--- config.mk ---
export PLATFORM = sky130hd
export DESIGN_NAME = fpu_add_sched
export DESIGN_NICKNAME = d
export VERILOG_FILES = /design/src/rtl/fpu_add_sched.sv
export SDC_FILE = /design/constraint.sdc
export NUM_CORES = 1
export LEC_CHECK = 0
export BUFFER_PORTS_ARGS = -buffer_cell sky130_fd_sc_hd__buf_2
export CAP_MARGIN = 15
export CORE_AREA = 3 3 156 158
export DETAILED_ROUTE_END_ITERATION = 12
export DIE_AREA = 0 0 159 161
export PLACE_DENSITY = 0.62
export SKIP_CTS_REPAIR_TIMING = 1
export SLEW_MARGIN = 10
export SYNTH_ARGS = -nofsm -noshare
export SYNTH_HDL_FRONTEND = slang
export SYNTH_SLANG_ARGS = --single-unit
--- constraint.sdc ---
create_clock -name iCLK -period 7.6 [get_ports iCLK]
set_clock_uncertainty 0.2 [all_clocks]
set_input_delay 0.38 -clock iCLK [delete_from_list [all_inputs] [get_ports iCLK]]
set_output_delay 0.38 -clock iCLK [all_outputs]
set_load 0.02 [all_outputs]
--- src/rtl/fpu_add_sched.sv ---
// Round-robin scheduler sharing one pipelined FPU adder among NREQ requesters.
// Optional feature: define FPU_SCHED_SUB_EN to let requesters ask for A-B via iSub.
module fpu_add_sched #(
    parameter int NREQ    = 4,
    parameter int LATENCY = 3
) (
    input  logic                            iCLK,
    input  logic                            iRESET,
    input  logic [NREQ-1:0]                 iReq,
    input  logic [NREQ*32-1:0]              iA,
    input  logic [NREQ*32-1:0]              iB,
    input  logic [NREQ-1:0]                 iSub,
    input  logic                            iHold,
    output logic [NREQ-1:0]                 oGnt,
    output logic [31:0]                     oFpuA,
    output logic [31:0]                     oFpuB,
    output logic                            oFpuValid,
    input  logic [31:0]                     iFpuSum,
    output logic [31:0]                     oResult,
    output logic [NREQ-1:0]                 oResValid,
    output logic [$clog2(LATENCY+2)-1:0]    oInFlight
);

    localparam int PW = $clog2(NREQ);
    localparam logic [PW-1:0] LAST_ID = PW'(NREQ - 1);

    logic [PW-1:0] ptr;
    logic          gnt_any;
    logic [PW-1:0] gnt_id;
    int            idx;
    logic [31:0]   a_sel;
    logic [31:0]   b_sel;

    // Tag pipe has LATENCY+1 slots: stage 0 loads with the operand register, and
    // the sum is sampled one edge after the FPU presents it.
    logic          tag_v  [LATENCY+1];
    logic [PW-1:0] tag_id [LATENCY+1];
    logic          ret;
    logic [PW-1:0] ret_id;

    always_comb begin
        gnt_any = 1'b0;
        gnt_id  = '0;
        idx     = 0;
        if (!iHold && !iRESET) begin
            for (int k = 0; k < NREQ; k++) begin
                idx = (int'(ptr) + k) % NREQ;
                if (!gnt_any && iReq[idx]) begin
                    gnt_any = 1'b1;
                    gnt_id  = PW'(idx);
                end
            end
        end
    end

    always_comb begin
        oGnt = '0;
        if (gnt_any) oGnt[gnt_id] = 1'b1;
    end

    assign a_sel = iA[32*gnt_id +: 32];

`ifdef FPU_SCHED_SUB_EN
    assign b_sel = {iB[32*gnt_id + 31] ^ iSub[gnt_id], iB[32*gnt_id +: 31]};
`else
    logic unused_sub;
    assign unused_sub = ^iSub;
    assign b_sel = iB[32*gnt_id +: 32];
`endif

    always_ff @(posedge iCLK or posedge iRESET) begin
        if (iRESET) begin
            ptr       <= '0;
            oFpuA     <= '0;
            oFpuB     <= '0;
            oFpuValid <= 1'b0;
        end else begin
            oFpuValid <= gnt_any;
            if (gnt_any) begin
                ptr   <= (gnt_id == LAST_ID) ? '0 : gnt_id + 1'b1;
                oFpuA <= a_sel;
                oFpuB <= b_sel;
            end
        end
    end

    assign ret    = tag_v[LATENCY];
    assign ret_id = tag_id[LATENCY];

    always_ff @(posedge iCLK or posedge iRESET) begin
        if (iRESET) begin
            for (int i = 0; i <= LATENCY; i++) begin
                tag_v[i]  <= 1'b0;
                tag_id[i] <= '0;
            end
        end else begin
            tag_v[0]  <= gnt_any;
            tag_id[0] <= gnt_id;
            for (int i = 1; i <= LATENCY; i++) begin
                tag_v[i]  <= tag_v[i-1];
                tag_id[i] <= tag_id[i-1];
            end
        end
    end

    always_ff @(posedge iCLK or posedge iRESET) begin
        if (iRESET) begin
            oResult   <= '0;
            oResValid <= '0;
        end else begin
            oResValid <= '0;
            if (ret) begin
                oResult           <= iFpuSum;
                oResValid[ret_id] <= 1'b1;
            end
        end
    end

    always_ff @(posedge iCLK or posedge iRESET) begin
        if (iRESET) begin
            oInFlight <= '0;
        end else begin
            case ({gnt_any, ret})
                2'b10:   oInFlight <= oInFlight + 1'b1;
                2'b01:   oInFlight <= oInFlight - 1'b1;
                default: oInFlight <= oInFlight;
            endcase
        end
    end

endmodule

# Word level (Yosys, flattened, before mapping)
# Cells that the tools add are included.
[word_totals]
regBits = 117
input_bits = 299
out_inout_bits = 108
elab_cells = 83
[classes]
n_addsub = 6
order_cmp = 8
eq_ne = 3
shift = 2
mux = 32
n_bitwise = 3
reduce_logical = 15
[ops]
columns = ["op", "count"]
rows = [
  ["128-bit by 8-bit indexed part select with 32-bit output", 2],
  ["1-bit two-way mux", 17],
  ["3-bit by 4-bit < comparator with 1-bit output, second input constant", 3],
  ["2-bit two-way mux", 6],
  ["2-bit by 3-bit < comparator with 1-bit output, second input constant", 3],
  ["1-bit binary-select mux with 2-bit select", 4],
  ["4-bit two-way mux", 2],
  ["1-bit logical AND", 6],
  ["3-bit one-hot mux with 2 select lines", 1],
  ["2-bit OR reduction", 3],
  ["1-bit zero test", 5],
  ["2-bit by 1-bit adder with 2-bit output, second input constant", 2],
  ["2-bit adder, second input constant", 2],
  ["1-bit demux with 2-bit select", 2],
  ["2-bit equality test, second input constant", 2],
  ["2-bit by 1-bit greater-or-equal comparator with 1-bit output, second input constant", 2],
  ["3-bit by 1-bit adder with 3-bit output, second input constant", 1],
  ["1-bit AND, first input constant", 3],
  ["3-bit by 1-bit subtractor with 3-bit output, second input constant", 1],
  ["2-bit by 1-bit equality test with 1-bit output, second input constant", 1],
  ["2-bit nonzero test", 1],
]

# Logic depth before layout (Yosys ltp)
# Gate-level depths: netlist of the first run.
[depth]
ltp_word = 22
ltp_mapped = 9
ltp_nobuf = 8

# Worst setup path after synthesis of the first run
# No wires, ideal clock.
[synth_timing]
path_type = "reg2out"
startpoint = "register ptr[1]"
endpoint = "output port oGnt[1]"
arrival_time_ns = 1.719
required_ns = 7.020
setup_slack_ns = 5.301
stages_incl_launch_ff = 10
n_path_buf = 2
cell_sequence = "dfrtp_1 nand2b_1 a21oi_1 nor2_4 buf_6 buf_12 nand2_1 inv_1 ha_1 and2_1"
[synth_via]
elab_chain_cells = 21
word_cells_on_any_way = 39
classes_between = "3 x add/sub; 2 x order compare; 27 x mux; 7 x reduce/logical"
[synth_rtl]
columns = ["element", "line", "rtl"]
rows = [
  ["start, declared", "27", "logic [PW-1:0] ptr;"],
  ["start signal, assigned", "80", "ptr <= (gnt_id == LAST_ID) ? '0 : gnt_id + 1'b1;"],
  ["branches (longest 14 deep; another with 2-bit by 1-bit adder with 2-bit output)", "n/a", ""],
  ["2-bit two-way mux *", "48", "if (!gnt_any && iReq[idx]) begin"],
  ["2-bit two-way mux *", "45", "if (!iHold && !iRESET) begin"],
  ["net gnt_id[0]", "29", "logic [PW-1:0] gnt_id;"],
  ["2-bit by 3-bit < comparator with 1-bit output (not written as such) / 2-bit by 1-bit greater-or-equal comparator with 1-bit output (equally long branches)", "58", "if (gnt_any) oGnt[gnt_id] = 1'b1;"],
  ["1-bit logical AND (not written as such)", "58", ""],
  ["1-bit two-way mux (not written as such)", "58", ""],
  ["1-bit demux with 2-bit select *", "58", ""],
  ["4-bit two-way mux *", "58", ""],
  ["end, declared", "14", "output logic [NREQ-1:0] oGnt,"],
]
# Mark *: on every way through the listed nets, which the timed path passes. The select of a mux whose other input is x is not followed.

# Worst setup path in the final report of the first run
[layout_timing]
startpoint = "input port iRESET"
endpoint = "output port oGnt[3]"
[layout_via]
elab_chain_cells = 8
word_cells_on_any_way = 10
classes_between = "2 x order compare; 5 x mux; 3 x reduce/logical"
[layout_rtl]
columns = ["element", "line", "rtl"]
rows = [
  ["start, declared", "8", "input logic iRESET,"],
  ["1-bit zero test (no source line) *", "n/a", ""],
  ["1-bit logical AND *", "45", ""],
  ["2-bit two-way mux", "45", ""],
  ["2-bit by 3-bit < comparator with 1-bit output (not written as such) / 2-bit by 1-bit greater-or-equal comparator with 1-bit output (equally long branches)", "58", ""],
  ["1-bit logical AND (not written as such)", "58", ""],
  ["1-bit two-way mux (not written as such)", "58", ""],
  ["1-bit demux with 2-bit select", "58", ""],
  ["4-bit two-way mux *", "58", ""],
]
# Every way passes the cells marked *; elsewhere a longest branch is shown, timed or not.

==> results of run 1 <==
## through the flow
step           setup slack (ns)  area (um^2)  cells
3_3_place_gp              4.662         8468   1186
5_1_grt                   3.967         9311   1244
2_1_floorplan             3.919         6374    503
4_1_cts                   4.182         9051   1218
3_5_place_dp              4.654         8468   1186
6_report                  4.336         9311   1244
## registers in the layout (all words and copies together) (netlist names)
name,count
oFpuA,32
oFpuB,32
oInFlight,3
oResValid,4
oResult,32
ptr,2
ret,1
ret_id,2
tag_id,6
tag_v,3
## layout make-up
cell class                 count  area (um^2)  area share
multi-input combinational    333         3032      0.3256
sequential                   117         2928      0.3144
timing repair buffer         435         2337      0.2510
clock buffer                  17        425.4     0.04569
tap                          319        399.1     0.04286
clock inverter                15        157.7     0.01693
inverter                       8        32.53    0.003494
## routing by layer
metal | global-route usage | up-vias | share of wire
li1 | - | 2759 | -
met1 | 0.1940 | 2675 | 0.42
met2 | 0.2728 | 236 | 0.50
met3 | 0.04386 | 17 | 0.063
met4 | 0.04497 | 0 | 0.014
met5 | 0 | - | 0
## synthesized netlist by cell type, drive strengths merged
master / number
a211oi: 64
a21oi: 3
a221oi: 64
and2: 4
and3: 1
and3b: 2
buf: 33
clkbuf: 12
dfrtp: 117
fa: 1
ha: 5
inv: 8
mux2: 32
mux2i: 66
nand2: 6
nand2b: 4
nand3: 1
nor2: 71
nor3b: 1
nor4: 1
o21ai: 1
o221a: 1
o2bb2ai: 1
or2: 1
xnor2: 1
xor2: 2
## worst max-delay path, stage by stage
cell	delay, ns
dlygate4sd3_1	0.53
buf_2	0.14
nor2_1	0.26
nand2b_1	0.24
inv_2	0.10
buf_4	0.62
and2_1	0.23
buf_2	0.18
## path summary, 6_finish.rpt
check,endpoint,slack [ns],depth (start not counted)
setup reg to reg,oFpuB[0],4.85,6
min in group asynchronous,oFpuA[1],0.39,3
setup / recovery,oGnt[3],4.34,8
hold reg to reg,ret_id[0],0.14,0
max in group asynchronous,oResult[4],5.42,4
hold / removal,oResult[26],0.007,2
## where the power goes
| part | internal (mW) | switching (mW) | leakage, nW |
|---|---|---|---|
| registers | 0.760 | 0.0701 | 1.35 |
| logic | 0.324 | 0.526 | 2.91 |
| clock network | 0.466 | 0.338 | 0.287 |
## cell families (layout without fill, tap and decap cells)
group,after synthesis,in the layout
compound gates,134,134
xor+xnor,3,3
fa+ha+maj,6,6
buf+inv,53,475
flops,117,117
mux,98,98
simple gates,92,92
## cell usage in the layout (no fill, tap or decap), drive strengths merged, types with 2 or more instances in the layout
| cell | n |
|---|---|
| clkinv | 3 |
| dlygate4sd3 | 26 |
| ha | 5 |
| a211oi | 64 |
| buf | 409 |
| mux2i | 66 |
| a21oi | 3 |
| and3b | 2 |
| nand2 | 6 |
| clkbuf | 17 |
| dfrtp | 117 |
| nand2b | 4 |
| and2 | 4 |
| a221oi | 64 |
| xor2 | 2 |
| nor2 | 71 |
| inv | 18 |
| mux2 | 32 |
==> summary.md, run 1 <==
| Metric | Value |
|---|---|
| Outcome | finished, final reports clean |
| Initial Util | 0.2740 |
| Yosys top cell area share | 0.4594 |
| Filler cells | 2,315 |
| Combinational family with the most area after synthesis | compound AO/OA/AOI/OAI gates |
| Crit. End Element | output pin |
| Final GP Congestion | slightly above 0.8 |
| CTS sink count | 117 |
| Area delta synth->final | 46.09% |
| Syn_area_per_cell | approximately 13 um^2 |
| Slew margin rel. | 0.3037 |
| Max IR drop VDD | roughly 0.00013 V |
| Crit Path Category | in -> out |
| Pwr Total | 2.485 mW |
| Power density over the cells | 266.8 nW/um^2 |
| F_max | 306.4 MHz |
| Die X | 159 um |
| Synth Area in Simple Gates | 0.06282 |
| Gr usage total | 0.1579 |
| Final period utilization | 0.4295 |
| Largest net degree at the start of global routing | 130 |
| Yosys cell types | 35 |
| YS warnings | 0 |
| RSZ-0062 raised after global routing | false |
| Fin. max-slew vios | 0 |
| Number of global-route vias before repair | around 5.7k |
| Core Region | 23,260 um^2 |
| Hold slack | 0.007423 ns |
| Leak pwr | 4.548 nW |
| Synth top area cells | dfrtp_1 46%, a221oi_2 12%, mux2i_1 10%, a211oi_1 5.7%, mux2_2 5.7% |
| Arr. time, crit path | 2.68 ns |
| Synthesized cell area | about 6400 um^2 |
| Max Cap Violations | 0 |
| Later-pin clock latency in the skew report | about 0.41 ns |
| Critical Path RT | 7.02 ns |
| Worst Setup SP | iRESET |
| CTS tree | built |
| Post-Synth XOR/XNOR Area | 0.004122 |
| Final setup violation count | 0 |
| Hold Path Class | in -> reg |
| Hold Fails Final Rpt | 0 |
| Synth Instances | between 500 and 600 |
| Fin nets | between 1k and 1.5k |
| Final min period | 3.264 ns |
| Hold_sp | iFpuSum[26] |
| # diodes | 0 |
| FF-to-FF Start | ptr[0] |
| CP Max Fanout | 71 |
| Fraction of the mapped netlist area in adder cells | 0.01296 |
| Routed WL | 21,150 um |
| Die Span Y | 161 um |
| Compound-Gate Fraction of Synth Area | 0.2328 |
| Wirelength per Cell | 17.00 um |
| Seq cells post-synth | 117 |
| Global-route wire length before repair | 31,990 um |
| Full die area | 25,600 um^2 |
| Mux share of post-synthesis cell area | 0.1602 |
| Sequential-to-total area share from yosys stat | 0.4594 |
| TritonRoute pass-1 iters | 4 |
| Iter 0 DRT Violations | 260 |
| Worst-case clock buffer depth | 2 |
| Port bufs | 402 |
| Final Util | 0.4003 |
| Reg clk slew, reported paths | 0.06 ns |
| Area leader, netlist | dfrtp_1 |
| Vias per cell | between 4 and 5 |
| Detail Route Antenna Nets | 0 |
| Startpoint type of the worst setup path | input port |
| Root Buffer | clkbuf_16 |
| Grt ovf | 0 |
| Dpl hpwl | 15,280 um |
| # rows | 56 |
| Vias | 5,687 |
| Pin slew with the least headroom to its limit | 1.045 ns |
| DRC | 0 |
| I/O pins | 407 |
| Mapped Nets | a little over 800 |
| Layout cell share with drive strength beyond 1 | 0.5914 |
| CTS Buf Count | 17 |
| Antenna violations before repair | 0 |
| Setup TNS | 0 ns |
| H-tree Lvls | 4 |
Note: power is estimated with default switching activity, not from simulation.
==> run 2, diff against run 1 <==
--- a/config.mk
+++ b/config.mk
@@ -5,12 +5,13 @@
 export SDC_FILE = /design/constraint.sdc
 export NUM_CORES = 1
 export LEC_CHECK = 0
+export ABC_AREA = 1
 export BUFFER_PORTS_ARGS = -buffer_cell sky130_fd_sc_hd__buf_2
 export CAP_MARGIN = 15
 export CORE_AREA = 3 3 156 158
 export DETAILED_ROUTE_END_ITERATION = 12
 export DIE_AREA = 0 0 159 161
-export PLACE_DENSITY = 0.62
+export PLACE_DENSITY = 0.66
 export SKIP_CTS_REPAIR_TIMING = 1
 export SLEW_MARGIN = 10
 export SYNTH_ARGS = -nofsm -noshare
==> constraint.sdc (replaced) <==
create_clock -name iCLK -period 2.6 [get_ports iCLK]
set_clock_uncertainty 0.2 [all_clocks]
set_input_delay 0.13 -clock iCLK [delete_from_list [all_inputs] [get_ports iCLK]]
set_output_delay 0.13 -clock iCLK [all_outputs]
set_load 0.02 [all_outputs]
==> run 2 against run 1 <==
The flow now finishes with violations (negative hold slack, negative setup slack); final area rose by 40%; synthesized cell count rose by 93%; die area did not move; global-route usage rose by 3.0 points; core utilization rose by 16 points; critical path type is now reg -> out; largest power group unchanged.
==> summary.md, run 2 <==
| Metric | Value |
|---|---|
| Largest net degree at the start of global routing | 118 |
| Top-count cell post-synth | nand2_1 |
| Die X | about 160 um |
| CTS tree | built |
| Global-route wire length before repair | 38,980 um |
| Net Sw Power | 5.624 mW |
| Worst-case clock buffer depth | 2 |
| Critical Path RT | 2.27 ns |
| Port bufs | ~400 |
| Wirelength per Cell | 17.31 um |
| Mapped Nets | 1,275 |
| Area leader, netlist | dfrtp_1 |
| Combinational family with the most area after synthesis | simple AND/OR/NAND/NOR gates |
| Post-route setup slack | -0.08047 ns |
| Crit. End Element | output pin |
| Primary FF master, synth | dfrtp_1 |
| Post-synth EDFFs | 0 |
| Most common cell after layout, fill and taps aside | buf_2 |
| Final GP Congestion | 0.9184 |
| Seq cells post-synth | 117 |
| Routed WL | 34,330 um |
| CTS Buf Count | 17 |
| Area delta synth->final | 92.41% |
| Cells along the critical path | buf_6, nand2_1, nand3_1, nand2_2, nor2_4, buf_6, nand3_2, nand3_2, nand2_4, buf_12, ha_4, inv_2, nor2_2, buf_4 |
| Cell internal pwr | 6.532 mW |
| Hold EP | oFpuA[4] |
| Mux share of post-synthesis cell area | 0 |
| Fin. max-slew vios | 0 |
| Flop-to-flop setup slack | 0 ns |
| Post-Synth XOR/XNOR Area | 0.002579 |
| Violated checks | negative hold slack, negative setup slack |
| Later-pin clock latency in the skew report | 0.41 ns |
| Multi-input gate area | 3563 um^2 |
| Pin slew with the least headroom to its limit | 1.057 ns |
| Antenna violations before repair | 0 |
| Iter 0 DRT Violations | between 1k and 1.5k |
| Crit Path Category | reg -> out |
| Layout cell share with drive strength beyond 1 | 0.3305 |
| Core Region | 23,260 um^2 |
| Sequential power share | 0.247 |
| YS warnings | 0 |
| Worst r2r path cells | 15 |
| Final Util | 0.5619 |
| Synthesized cell area | 6793 um^2 |
| Grt ovf | 0 |
| Critical R2R Capture | oFpuA[23] |
| Hold_sp | iA[100] |
| # rows | 56 |
| Arr. time, crit path | about 2.4 ns |
| Synth Instances | 970 |
| Leak pwr | 6.891 nW |
| Gr usage total | 0.1881 |
| Sequential-to-total area share from yosys stat | 0.4310 |
| Max Cap Violations | 0 |
| # diodes | 0 |
| Reg clk slew, reported paths | 0.07 ns |
| Compound-Gate Fraction of Synth Area | 0.004421 |
| Power share of the clock group | 0.196 |
| Hold path depth | 5 |
| Top Registers | oFpuA (32), oFpuB (32), oResult (32) |
| Synth Area in Simple Gates | 0.4715 |
| Synth top area cells | dfrtp_1 43%, nand3_1 24%, nand2_1 22%, buf_2 2.9%, buf_6 1.7% |
| Initial Util | 0.2920 |
| F_max | 373.1 MHz |
| Post-Place Cells | 1,653 |
| RSZ-0062 raised after global routing | true |
| Setup TNS | -0.1872 ns |
| Power density over the cells | approximately 930 nW/um^2 |
| Final min period | 2.680 ns |
| Final period utilization | 1.031 |
| Detail Route Antenna Nets | 0 |
| Vias per cell | 5.102 |
| TritonRoute pass-1 iters | 8 |
| Syn_area_per_cell | 7.003 um^2 |
| Worst Setup SP | ptr[0] |
| Slowest CP cell | dfrtp_2 |
| I/O pins | approximately 410 |
| Hold slack | -0.04608 ns |
| Root Buffer | clkbuf_16 |
| Hold Fails Final Rpt | 5 |
| Startpoint type of the worst setup path | flip-flop |
| CP Max Fanout | 6 |
| Crit path max-delay family | simple AND/OR/NAND/NOR gates |
| Fin nets | 1,956 |
| Filler cells | 1,915 |
| Dpl hpwl | approximately 19,000 um |
| Vias | 10.12k |
| Outcome | finished, violations left |
| Crit path largest cell delay | between 0.4 and 0.5 ns |
| Setup WS pre-CTS | 0.01021 ns |
| DRC | 0 |
| CTS sink count | 117 |
| Reg area | approximately 2900 um^2 |
| Yosys cell types | 23 |
| Most frequent cells after synthesis | 392 x nand2_1, 330 x nand3_1, 117 x dfrtp_1 |
| Pwr Total | between 10 and 15 mW |
| Max IR drop VDD | 0.0005059 V |
| Slew margin rel. | 0.2912 |
| Final setup violation count | 3 |
| Sw Ratio | 0.4627 |
| Fraction of the mapped netlist area in adder cells | 0.01216 |
| FF-to-FF Start | ptr[0] |
| CP bufs+invs | 5 |
| H-tree Lvls | 4 |
| Yosys top cell area share | 0.4310 |
| Die Span Y | ~160 um |
| Number of global-route vias before repair | 7,700 |
| Non-Filler Instances | 1,983 |
| Combinational group share of total power | 0.557 |
| Full die area | ~26,000 um^2 |
| Hold Path Class | in -> reg |
| Ys async rst share | 1.000 |
| Most frequent cells in the layout | 398 x buf_2, 371 x nand2_1, 323 x nand3_1, 277 x dlygate4sd3_1, 115 x dfrtp_1 |
## run 2: cell types whose count changed in the layout (fill, tap and decap cells not counted), moves of 32 or more
cell / before / now
a211oi_1: 48 / 0
a221oi_2: 50 / 0
buf_4: 6 / 44
dlygate4sd3_1: 26 / 277
mux2_2: 32 / 0
mux2i_1: 66 / 0
nand2_1: 6 / 371
nand3_1: 0 / 323
nor2_1: 70 / 6
## run 2: kinds of logic (layout without fill, tap and decap cells)
logic type,after synthesis,after routing
AO/OA/AOI/OAI,6,6
AND/OR/NAND/NOR,738,738
XOR/XNOR,2,2
adder cells (fa/ha/maj),6,6
flip-flops,117,117
buffers and inverters,101,795
## run 2: worst max path at each step
stage / cells after the start / endpoint
after detailed placement: 14 / oInFlight[2]
after CTS: 16 / oGnt[1]
after global placement: 14 / oInFlight[2]
after floorplan: 15 / oInFlight[2]
after global routing: 15 / oGnt[0]
final: 14 / oGnt[0]
## run 2: layer usage
layer | global-route usage | share of wire | up-vias
li1 | - | - | 4549
met4 | 0.06685 | 0.060 | 0
met2 | 0.3318 | 0.47 | 819
met3 | 0.04745 | 0.10 | 203
met1 | 0.2229 | 0.37 | 4547
met5 | 0 | 0 | -
## run 2: per-stage QoR
| step | cell area [um^2] | hold WS [ns] |
|---|---|---|
| floorplan | 6800 | 0.04267 |
| global placement | 9218 | 0.1308 |
| detailed placement | 9218 | 0.1342 |
| CTS | 9811 | -0.3039 |
| global route | 13070 | -0.009260 |
| finish | 13070 | -0.04608 |
## run 2: cell type report
class / instances / area share
multi-input cells: 752 / 0.2726
clock buffers: 17 / 0.03255
inverters: 23 / 0.008616
flip-flops and latches: 117 / 0.2242
repair buffers: 739 / 0.4182
clock inverters: 15 / 0.01283
repair inverters: 1 / 0.0003829
well taps: 319 / 0.03054
## run 2: worst register-to-register path: stages, from the launching register on
cell and delay, ns:
dfrtp_2 0.47, clkinv_4 0.12, nand2_1 0.13, nand3_1 0.13
nand2_2 0.12, inv_2 0.08, nand3_2 0.09, nand2_4 0.07
clkinv_4 0.09, buf_4 0.14, buf_12 0.24, buf_4 0.25
nand3_1 0.11, nand3_1 0.12, nand3_1 0.10, nand2_1 0.08
## run 2: power by group through the flow
stage / sequential (mW) / combinational, mW / clock [mW]
after CTS: 2.98 / 5.61 / 2.46
after global routing: 3.08 / 7.22 / 2.52
after global placement: 2.99 / 5.56 / 0
after floorplan: 3.81 / 2.72 / 0
final: 3.00 / 6.77 / 2.38
after detailed placement: 2.99 / 5.61 / 0
==> run 3, diff against run 2 <==
--- a/config.mk
+++ b/config.mk
@@ -5,13 +5,12 @@
 export SDC_FILE = /design/constraint.sdc
 export NUM_CORES = 1
 export LEC_CHECK = 0
-export ABC_AREA = 1
 export BUFFER_PORTS_ARGS = -buffer_cell sky130_fd_sc_hd__buf_2
 export CAP_MARGIN = 15
-export CORE_AREA = 3 3 156 158
+export CORE_AREA = 3 3 157 159
 export DETAILED_ROUTE_END_ITERATION = 12
-export DIE_AREA = 0 0 159 161
-export PLACE_DENSITY = 0.66
+export DIE_AREA = 0 0 160 162
+export PLACE_DENSITY = 0.63
 export SKIP_CTS_REPAIR_TIMING = 1
 export SLEW_MARGIN = 10
 export SYNTH_ARGS = -nofsm -noshare
==> run 3 against run 2 <==
The run now fails in global routing (5_1_grt); synthesized cell count is 48% lower; area after synthesis is 6.2% lower.
==> summary.md, run 3 <==
| Metric | Value |
|---|---|
| Most frequent cells after synthesis | 117 x dfrtp_1, 70 x nor2_1, 66 x mux2i_1 |
| Outcome | did not finish |
| Synth Instances | 503 |
| Stop Error | [ERROR RSZ-0060] Max buffer count reached. |
| H-tree Lvls | 4 |
| WEP type | primary output |
| Setup WS pre-CTS | 0.3674 ns |
| CTS Buf Count | 17 |
| Seq cells post-synth | about 120 |
| Yosys top cell area share | 0.4594 |
| Synthesized cell area | 6374 um^2 |
| Syn_area_per_cell | about 13 um^2 |
| Die Span Y | 162 um |
| Sequential-to-total area share from yosys stat | 0.4594 |
| Die X | 160 um |
| Ys async rst share | 1.000 |
| Root Buffer | clkbuf_16 |
| Primary FF master, synth | dfrtp_1 |
| Post-Place Cells | 1,205 |
| Yosys cell types | 35 |
| Stage reached | global routing (5_1_grt) |
| Synth top area cells | dfrtp_1 46%, a221oi_2 12%, mux2i_1 10%, a211oi_1 5.7%, mux2_2 5.7% |
| Worst-case clock buffer depth | 2 |
| Final GP Congestion | ~0.81 |
| Top-count cell post-synth | dfrtp_1 |
| Largest net degree at the start of global routing | 76 |
| YS warnings | 0 |
| CTS sink count | 117 |
| I/O pins | 407 |
| Post-synth EDFFs | 0 |
| Mapped Nets | around 800 |
| Area leader, netlist | dfrtp_1 |
| Port bufs | 402 |
| Crit. endpoint post-GRT repair | oGnt[3] |
| Placed cell areas | between 8000 and 9000 um^2 |
| # rows | 56 |
| Initial Util | 0.2723 |
| Dpl hpwl | between 15,000 and 20,000 um |
[run 3: changes by cell type after synthesis, sizes merged, moves of 14 or more]
cell    previous run  this run
a211oi             0        64
a221oi             0        64
buf               59        33
inv               22         8
mux2               0        32
mux2i              0        66
nand2            395         6
nand3            330         1
nor2               9        71
[run 3: cells by family after synthesis]
kind of cell,count (synthesis),share of synthesized area
adder cells (fa/ha/maj),6,0.01296
XOR/XNOR,3,0.004123
flip-flops,117,0.4594
buffers and inverters,53,0.06773
multiplexers,98,0.1602
AND/OR/NAND/NOR,92,0.06282
AO/OA/AOI/OAI,134,0.2328
[run 3: through the flow]
step / TNS (ns) / utilization
after CTS: -0.1281 / 0.3968
after global placement: 0 / 0.3717
after detailed placement: 0 / 0.3717
after floorplan: 0 / -
==> run 4, diff against run 3 <==
--- a/config.mk
+++ b/config.mk
@@ -7,10 +7,10 @@
 export LEC_CHECK = 0
 export BUFFER_PORTS_ARGS = -buffer_cell sky130_fd_sc_hd__buf_2
 export CAP_MARGIN = 15
-export CORE_AREA = 3 3 157 159
+export CORE_AREA = 3 3 155 157
 export DETAILED_ROUTE_END_ITERATION = 12
-export DIE_AREA = 0 0 160 162
-export PLACE_DENSITY = 0.63
+export DIE_AREA = 0 0 158 160
+export PLACE_DENSITY_LB_ADDON = 0.15
 export SKIP_CTS_REPAIR_TIMING = 1
 export SLEW_MARGIN = 10
 export SYNTH_ARGS = -nofsm -noshare
==> constraint.sdc (replaced) <==
create_clock -name iCLK -period 3.4 [get_ports iCLK]
set_clock_uncertainty 0.2 [all_clocks]
set_input_delay 0.17 -clock iCLK [delete_from_list [all_inputs] [get_ports iCLK]]
set_output_delay 0.17 -clock iCLK [all_outputs]
set_load 0.02 [all_outputs]
==> run 4 against run 3 <==
The flow now finishes, with violations (negative hold slack).
==> summary.md, run 4 (same netlist as run 1, synthesis figures left out) <==
| Metric | Value |
|---|---|
| Outcome | finished, violations left |
| Violated checks | negative hold slack |
| Hold Path Class | in -> reg |
| F_max | 301.9 MHz |
| CP Max Fanout | 73 |
| Iter 0 DRT Violations | ~320 |
| Post-route setup slack | between 0.08 and 0.09 ns |
| Area delta synth->final | 75.76% |
| Layout cell share with drive strength beyond 1 | 0.4969 |
| CTS Buf Count | 17 |
| Critical Path RT | 3.55 ns |
| Grt ovf | 0 |
| Initial Util | 0.2815 |
| Wirelength per Cell | 17.58 um |
| Startpoint type of the worst setup path | flip-flop |
| Setup TNS | 0 ns |
| Vias per cell | 4.610 |
| TritonRoute pass-1 iters | 4 |
| Final setup violation count | 0 |
| Setup crit end | oFpuB[3] |
| Leak pwr | 5.372 nW |
| Crit. End Element | flip-flop |
| Fin. max-slew vios | 0 |
| CTS sink count | 117 |
| Placed cell areas | about 8500 um^2 |
| Largest net degree at the start of global routing | 74 |
| # rows | 55 |
| Final Util | 0.4948 |
| Setup WS pre-CTS | ~0.95 ns |
| Root Buffer | clkbuf_16 |
| Most frequent cells in the layout | 402 x buf_2, 211 x dlygate4sd3_1, 117 x dfrtp_1, 70 x nor2_1, 66 x mux2i_1 |
| Hold slack | -0.03823 ns |
| Dpl hpwl | 17,140 um |
| # diodes | 0 |
| Worst-case clock buffer depth | 2 |
| Detail Route Antenna Nets | 0 |
| Die Span Y | 160 um |
| Full die area | 25,280 um^2 |
| Antenna violations before repair | 0 |
| Final instance area | 11,200 um^2 |
| Max Cap Violations | 0 |
| DRC | 0 |
| Pin slew with the least headroom to its limit | 0.8789 ns |
| Crit Path Category | reg -> reg |
| Arr. time, crit path | ~3.5 ns |
| Slew margin rel. | 0.4128 |
| Global-route wire length before repair | 33,070 um |
| Fin nets | 1,411 |
| Core Region | 22,640 um^2 |
| I/O pins | 407 |
| Gr usage total | 0.1711 |
| Final min period | approximately 3.3 ns |
| H-tree Lvls | 4 |
| Final GP Congestion | 0.7883 |
| Vias | 6,473 |
| Critical R2R Capture | oFpuB[3] |
| Hold Fails Final Rpt | 17 |
| Routed WL | 24,680 um |
| Flop-to-flop setup slack | 0.09 ns |
| Top Registers | oFpuA (32), oFpuB (32), oResult (32) |
| CTS tree | built |
| Number of global-route vias before repair | roughly 5.7k |
| Die X | 158 um |
| Max IR drop VDD | 0.0003389 V |
| Worst r2r path cells | 8 |
| FF-to-FF Start | ptr[1] |
| Most common cell after layout, fill and taps aside | buf_2 |
| Port bufs | 402 |
| Worst Setup SP | ptr[1] |
| Reg clk slew, reported paths | 0.06 ns |
| Final period utilization | 0.9743 |
| Power density over the cells | roughly 530 nW/um^2 |
| Later-pin clock latency in the skew report | 0.41 ns |
[run 4: worst max-delay path, stage by stage, from the launching register on]
cell           delay, ns
dfrtp_1             0.45
mux2i_1             0.16
o2bb2ai_2           0.15
nor2_4              0.16
buf_12              0.37
mux2i_1             0.14
dlygate4sd3_1       0.58
a211oi_1            0.29
dlygate4sd3_1       0.60
[run 4: how the worst min path moves through the flow]
stage                       endpoint        from  depth (start not counted)  slack (ns)
after CTS                  tag_id[7]      iRESET                          2       -0.24
after detailed placement   tag_id[5]   tag_id[7]                          0        0.14
after global placement     tag_id[2]   tag_id[4]                          0        0.13
after floorplan           oResult[0]  iFpuSum[0]                          1        0.12
after global routing       oFpuB[12]      iB[44]                          3       0.002
final                       oFpuA[7]      iA[71]                          3       -0.04
[run 4: area by class of cell]
class / count / area (um^2)
fill: 2088 / 11440
timing repair buffer: 629 / 4294
multi-input combinational: 333 / 3032
sequential: 117 / 2928
clock buffer: 18 / 439.2
tap: 285 / 356.6
clock inverter: 14 / 118.9
inverter: 8 / 33.78
[run 4: where the power goes]
| group | internal, mW | total [mW] | switching, mW |
|---|---|---|---|
| clock | 0.971 | 1.69 | 0.723 |
| combinational | 1.07 | 2.34 | 1.27 |
| sequential | 1.70 | 1.86 | 0.156 |
| total | 3.74 | 5.89 | 2.15 |
[run 4: stage by stage]
| step | total power, mW | hold slack (ns) | cells |
|---|---|---|---|
| floorplan | 3.174 | 0.1217 | 503 |
| global placement | 3.816 | 0.1344 | 1161 |
| detailed placement | 3.818 | 0.1356 | 1161 |
| CTS | 5.561 | -0.2403 | 1193 |
| global route | 6.231 | 0.001886 | 1404 |
| finish | 5.886 | -0.03823 | 1404 |
[run 4: per-layer routing]
layer  up-vias  track usage  routed length, um
li1       3139            -                  -
met1      3082       0.2045               9889
met2       225       0.3010              12870
met3        27      0.04878               1507
met4         0      0.04302                404
met5         -            0                  0
